===== config.mk =====
export PLATFORM = sky130hd
export DESIGN_NAME = linear_network_multicast_seq
export DESIGN_NICKNAME = d
export VERILOG_FILES = /design/src/rtl/linear_network_multicast_seq.sv
export SDC_FILE = /design/constraint.sdc
export NUM_CORES = 1
export LEC_CHECK = 0
export ABC_CLOCK_PERIOD_IN_PS = 4400
export BUFFER_PORTS_ARGS = -buffer_cell sky130_fd_sc_hd__buf_4
export CAP_MARGIN = 20
export CORE_ASPECT_RATIO = 1.4
export CORE_UTILIZATION = 54
export CTS_BUF_LIST = sky130_fd_sc_hd__clkbuf_8 sky130_fd_sc_hd__clkbuf_16
export DETAILED_ROUTE_END_ITERATION = 12
export PLACE_DENSITY = 0.88
export SLEW_MARGIN = 20
export SYNTH_ARGS = -nofsm -noshare
export SYNTH_HDL_FRONTEND = slang
export SYNTH_SLANG_ARGS = --single-unit

===== constraint.sdc =====
create_clock -name clk -period 4.4 [get_ports clk]
set_input_delay 0.22 -clock clk [delete_from_list [all_inputs] [get_ports clk]]
set_output_delay 0.22 -clock clk [all_outputs]
set_load 0.01 [all_outputs]

===== src/rtl/linear_network_multicast_seq.sv =====
// Daisy-chain multicast distribution network: one register stage per node, each word is delivered
// to every node named in its destination mask, with per-node valid/ready back-pressure.
module linear_network_multicast_seq #(
  parameter int unsigned DATA_WIDTH = 32,
  parameter int unsigned NUM_NODE   = 4
) (
  input  logic                           clk,
  input  logic                           rst,
  input  logic                           i_en,
  input  logic                           i_valid,
  input  logic [DATA_WIDTH-1:0]          i_data_bus,
  input  logic [NUM_NODE-1:0]            i_cmd,
  output logic                           o_ready,
  output logic [NUM_NODE-1:0]            o_valid,
  output logic [NUM_NODE*DATA_WIDTH-1:0] o_data_bus,
  input  logic [NUM_NODE-1:0]            i_ready,
  output logic                           o_busy
);

  logic [NUM_NODE-1:0]                 vld_q, vld_d;
  logic [NUM_NODE-1:0][DATA_WIDTH-1:0] dat_q, dat_d;
  logic [NUM_NODE-1:0][NUM_NODE-1:0]   msk_q, msk_d;

  logic [NUM_NODE-1:0] local_done;
  logic [NUM_NODE-1:0] fwd_need;
  logic [NUM_NODE-1:0] vacate;
  logic [NUM_NODE:0]   acc;
  logic                in_fire;

  // Mask with every bit at position >= k set; used to drop nodes already passed.
  function automatic logic [NUM_NODE-1:0] keep_from(input int k);
    logic [NUM_NODE-1:0] m;
    for (int j = 0; j < int'(NUM_NODE); j++) begin
      m[j] = (j >= k);
    end
    return m;
  endfunction

  // Ready chain runs from the last stage back towards the input in a single pass.
  always_comb begin : ready_chain
    local_done     = '0;
    fwd_need       = '0;
    vacate         = '0;
    acc            = '0;
    acc[NUM_NODE]  = 1'b1;
    for (int k = int'(NUM_NODE) - 1; k >= 0; k--) begin
      local_done[k] = !msk_q[k][k] || i_ready[k];
      for (int j = k + 1; j < int'(NUM_NODE); j++) begin
        fwd_need[k] = fwd_need[k] | msk_q[k][j];
      end
      vacate[k] = i_en && vld_q[k] && local_done[k] && (!fwd_need[k] || acc[k+1]);
      acc[k]    = !vld_q[k] || vacate[k];
    end
  end

  always_comb begin : outputs
    o_ready = i_en && acc[0];
    for (int k = 0; k < int'(NUM_NODE); k++) begin
      o_valid[k] = i_en && vld_q[k] && msk_q[k][k];
    end
    o_data_bus = dat_q;
    o_busy     = |vld_q;
  end

  always_comb begin : next_state
    vld_d   = vld_q;
    dat_d   = dat_q;
    msk_d   = msk_q;
    in_fire = i_valid && o_ready;

    for (int k = 0; k < int'(NUM_NODE); k++) begin
      if (vacate[k]) begin
        vld_d[k] = 1'b0;
      end
    end

    // A zero mask is accepted but never occupies a stage.
    if (in_fire && (|i_cmd)) begin
      vld_d[0] = 1'b1;
      dat_d[0] = i_data_bus;
      msk_d[0] = i_cmd;
    end

    // Loads are applied after the vacate clears so a refilled stage stays valid.
    for (int k = 1; k < int'(NUM_NODE); k++) begin
      if (vacate[k-1] && fwd_need[k-1]) begin
        vld_d[k] = 1'b1;
        dat_d[k] = dat_q[k-1];
        msk_d[k] = msk_q[k-1] & keep_from(k);
      end
    end
  end

  always_ff @(posedge clk) begin
    if (rst) begin
      vld_q <= '0;
      dat_q <= '0;
      msk_q <= '0;
    end else begin
      vld_q <= vld_d;
      dat_q <= dat_d;
      msk_q <= msk_d;
    end
  end

endmodule

# Word level (Yosys, flattened, before mapping)
# Index checks and enable logic that the tools add are counted.
# word_totals
ff_bits	142
latchBits	0
ram_bits	0
mem_bits_ro	0
in_bits	44
out_inout_bits	134
word_cells	72
memories	0
# op_classes
add_sub_neg	0
n_mul	0
div	0
n_lt_le_gt_ge	0
eq_ne	0
shift	0
mux	8
bitwise_logic	3
reduce_logical	49
# op_table
op	n
$logic_and 1x1->1	21
$logic_not 1->1	11
$logic_or 1x1->1	11
$mux 1	8
$reduce_bool 2->1	4
$reduce_or 4->1	2
$or 1x1->1	3

# Longest topological paths before layout
# depth
word_depth	17
depth_mapped	8

# Worst setup path before layout
# Ideal clock, no wire load.
# synth_path
path_type	register -> register
start	register msk_q[3] (netlist bit)
end	register msk_q[0] (netlist bit)
setup_time_ns	0.072
t_arrival_ns	1.630
required_ns	4.328
path_slack_ns	2.699
stages_incl_launch_ff	7
n_path_buf	2
synth_period_minus_slack_ns	1.701
cell_sequence	dfxtp_1 -> or3_4 -> and3_4 -> a221oi_2 -> buf_6 -> buf_12 -> mux2i_1
# synth_between
elab_chain_len	8
# synth_lines
item	line	source
start, declared	22	logic [NUM_NODE-1:0][NUM_NODE-1:0] msk_q, msk_d;
start signal, assigned	102	msk_q <= msk_d;
$or 1x1->1	49	fwd_need[k] = fwd_need[k] | msk_q[k][j];
$logic_not 1->1	51	vacate[k] = i_en && vld_q[k] && local_done[k] && (!fwd_need[k] || acc[k+1]);
$logic_or 1x1->1	51	
$logic_and 1x1->1	51	
$logic_or 1x1->1	52	acc[k] = !vld_q[k] || vacate[k];
$logic_and 1x1->1	57	o_ready = i_en && acc[0];
$logic_and 1x1->1	69	in_fire = i_valid && o_ready;
$logic_and 1x1->1	78	if (in_fire && (|i_cmd)) begin
# Every way passes these cells.
# A chain may end at the register's enable or synchronous reset.

# Worst setup path after layout
# layout_path
start	register msk_q (netlist bit fwd_need[2])
end	output port o_ready
# layout_between
elab_chain_len	11
# layout_lines
item	line	source
$logic_not 1->1	51	
$logic_or 1x1->1	51	
$logic_and 1x1->1	51	
$logic_or 1x1->1	52	
$logic_or 1x1->1	51	
$logic_and 1x1->1	51	
$logic_or 1x1->1	52	
$logic_or 1x1->1	51	
$logic_and 1x1->1	51	
$logic_or 1x1->1	52	
$logic_and 1x1->1	57	
end, declared	13	output logic o_ready,
# Every way passes these cells.

==> results_dict.tcl <==
set metrics [dict create \
    startpoint_type "flop" \
    antenna_left 0 \
    final.period_utilization 0.5556 \
    ios 178 \
    grt_max_degree 74 \
    via_per_inst 5.473 \
    fmax_mhz 409.1 \
    synth-simple-area-share 0.1959 \
    path_class "reg2out" \
    finalWorstSetupSlack_ps 1956 \
    drive_above_1_share 0.2915 \
    min_path_cells 3 \
    clock_latency_ps 410 \
    synth_compound_area_frac 0.1516 \
    dr.pass1.iters 7 \
    fin_setup_tns_ps 0 \
    path_cells "nand4b_1 -> a31oi_1 -> nor2b_1 -> o21ai_0 -> a21boi_0 -> buf_4" \
    synth_flop_cell "dfxtp_1" \
    nets 820 \
    dp.cells 889 \
    ctsRootBufferMaster "clkbuf_16" \
    r2r_end "o_data_bus[49]$_SDFFE_PP0P_" \
    portBuffers 177 \
    syn_nets 667 \
    grt_pass1_wl_mm 22.51 \
    initial_core_util 0.5616 \
    hp-start "i_data_bus[12]" \
    ys_ff_latch 142 \
    rsz0062_at_grt "no" \
    syn2layout_area_growth_pct 35.17 \
    dpl.hpwl_mm 9.959 \
    r2r_start "msk_q[15]$_SDFFE_PP0P_" \
    syn-instance-count 623 \
    crit_path_end_kind "primary output" \
    finalHoldViolCount 0 \
    yosys_warnings 0 \
    fin_cells 921 \
    cts_max_level 4 \
    place_ws_ps 1786 \
    path_delay_family "compound AO/OA/AOI/OAI gates" \
    crit_path_max_fanout 4 \
    fp-row-count 42 \
    hp-class "in2reg" \
    post-cts-setup-buffer-count 0 \
    dieArea_um2 10360 \
    powerDensity_nw_per_um2 399.0 \
    clock-sinks 142 \
    track_usage 0.2780 \
    drt-total-wl_mm 14.41 \
    gp_congestion 0.8015 \
    total_leakage_power_uw 0.002977 \
    tritoncts "done" \
    core_area_um2 9564 \
    nFillCells 671 \
    critPathBufInv 1 \
    num_vias 5041 \
    outcome "complete, no violations" \
    die_h_um 120.0 \
    synth_top_family_by_area "simple AND/OR/NAND/NOR gates" \
    post_synth_xor_area_fraction 0 \
    synthAdderAreaFrac 0 \
    synth_edf_count 0 \
    async_reset_ff_frac 0 \
    max-vdd-ir-drop_uv 358.1 \
    hold_end "o_data_bus[12]$_SDFFE_PP0P_" \
    wl_per_cell_um 15.64 \
    cts.clk_slew.worst_paths_ps 60 \
    synth_cell_types 39 \
    diodes 0 \
    cap_violations 0 \
    required_ps 4180 \
    slew_viol_final 0 \
    fin_crit_ps 2444 \
    ff2ff_path_depth 6 \
    grt_overflow 0 \
    clockBufferDepth 2 \
    cp.arrival_ps 2220 \
    syn_area_um2 5371 \
    tightest_slew_ps 1003 \
    cts_resized 0 \
    maxSlewHeadroom 0.3311 \
    cts_buffers 17 \
    cts.hold.buffers_added 0 \
    antenna_found_initial 0 \
    cp_slowest_cell "a31oi_1" \
    reg2reg_setup_slack_ps 2100 \
    setup_viol 0 \
    die_x_um 86.29 \
    syn_area_per_cell_um2 8.622 \
    synth.area.mux_share 0.06709 \
    seq_area_frac_synth 0.5292 \
    first_iter_violations 379 \
    slowest_delay_ps 420 \
    drc 0 \
    skew_ps 6.801 \
    grt_pass1_vias 4563 \
]
==> worst min-delay path: cells and delay by family <==
kind / cells / cell delay, ps
buf+inv: 1 / 110
simple gates: 1 / 40
mux: 1 / 50
==> sequential cells by signal, summed over array words and instances (netlist names) <==
| register | flops |
|---|---|
| o_data_bus | 128 |
| fwd_need | 1 |
| vld_q | 4 |
| msk_q | 9 |
==> cell type report <==
type	instances	area, µm²	share of cell area
inverter	9	33.78	0.004653
clock inverter	12	136.4	0.01878
clock buffer	20	466.7	0.06428
sequential	142	2843	0.3915
multi-input combinational	424	2250	0.3098
timing repair buffer	182	1366	0.1882
tap	132	165.2	0.02275
==> cells in the mapped netlist, drive strengths merged (3+ instances only) <==
library cell | n | share of area
and3 | 5 | 0.0068
o21ai | 19 | 0.018
o211ai | 15 | 0.021
nand2b | 4 | 0.0047
nor2 | 4 | 0.0028
a21oi | 72 | 0.067
nor3 | 19 | 0.018
clkbuf | 33 | 0.023
nand3 | 3 | 0.0028
mux2i | 36 | 0.067
nand2 | 206 | 0.14
buf | 15 | 0.027
inv | 9 | 0.0063
and2 | 3 | 0.0035
dfxtp | 142 | 0.53
a31o | 19 | 0.031
==> layout by cell type, fill, tap and decap left out, types with 2 or more instances in the layout <==
cell type   synthesis  routed
a21oi_1            72      71
a31o_1             11      11
a31o_2              8       8
and2_1              3       3
and3_1              4       4
buf_4               0     182
bufinv_16           0       2
clkbuf_16           0      17
clkbuf_8            0       3
clkinv_2            0       2
clkinv_4            0       4
clkinvlp_4          0       3
dfxtp_1           142     142
inv_1               8       8
mux2i_1            36      36
nand2_1           206     206
nand2b_1            4       4
nand3_1             3       3
nand4_1             2       2
nor2_1              4       3
nor3_1             19      19
o211ai_1           15      15
o21ai_0            12      12
o21ai_1             7       7
o32ai_1             2       2
or2_2               1       2
or4_1               2       2
==> where the power goes <==
part	switching, µW	internal (µW)	leakage (µW)
clock network	542	882	0.000289
logic	82.2	72.3	0.00154
registers	13.3	1310	0.00115
==> how the worst max path moves through the flow <==
stage	start	end	cells after the start
2_1_floorplan	msk_q[3]$_SDFFE_PP0P_	msk_q[0]$_SDFFE_PP0P_	6
3_3_place_gp	i_ready[3]	o_data_bus[47]$_SDFFE_PP0P_	7
3_5_place_dp	i_ready[3]	o_data_bus[49]$_SDFFE_PP0P_	7
4_1_cts	msk_q[15]$_SDFFE_PP0P_	o_data_bus[42]$_SDFFE_PP0P_	6
5_1_grt	fwd_need[2]$_SDFFE_PP0P_	o_ready	6
6_report	fwd_need[2]$_SDFFE_PP0P_	o_ready	6
==> cells by family (layout without fill, tap and decap cells) <==
family | count (synthesis) | count (layout)
AO/OA/AOI/OAI | 134 | 134
AND/OR/NAND/NOR | 254 | 254
flip-flops | 142 | 142
multiplexers | 36 | 36
buffers and inverters | 57 | 223
==> metal layers <==
| layer | GRT usage | vias to the layer above | wire (µm) |
|---|---|---|---|
| met3 | 0.06740 | 43 | 804 |
| li1 | - | 2414 | - |
| met2 | 0.4509 | 210 | 7230 |
| met1 | 0.3503 | 2374 | 5914 |
| met4 | 0.1177 | 0 | 458 |
| met5 | 0 | - | 0 |
==> stage by stage <==
step / total power (µW) / cell area [µm²] / hold slack (ps) / util
2_1_floorplan: 1434 / 5371 / 362.1 / -
3_3_place_gp: 1495 / 6653 / 442.9 / 0.6956
3_5_place_dp: 1499 / 6658 / 447.2 / 0.6961
4_1_cts: 2902 / 7261 / 51.49 / 0.7592
5_1_grt: 2970 / 7261 / 60.70 / 0.7592
6_report: 2897 / 7261 / 59.95 / 0.7592
(Power assumes the default switching activity.)
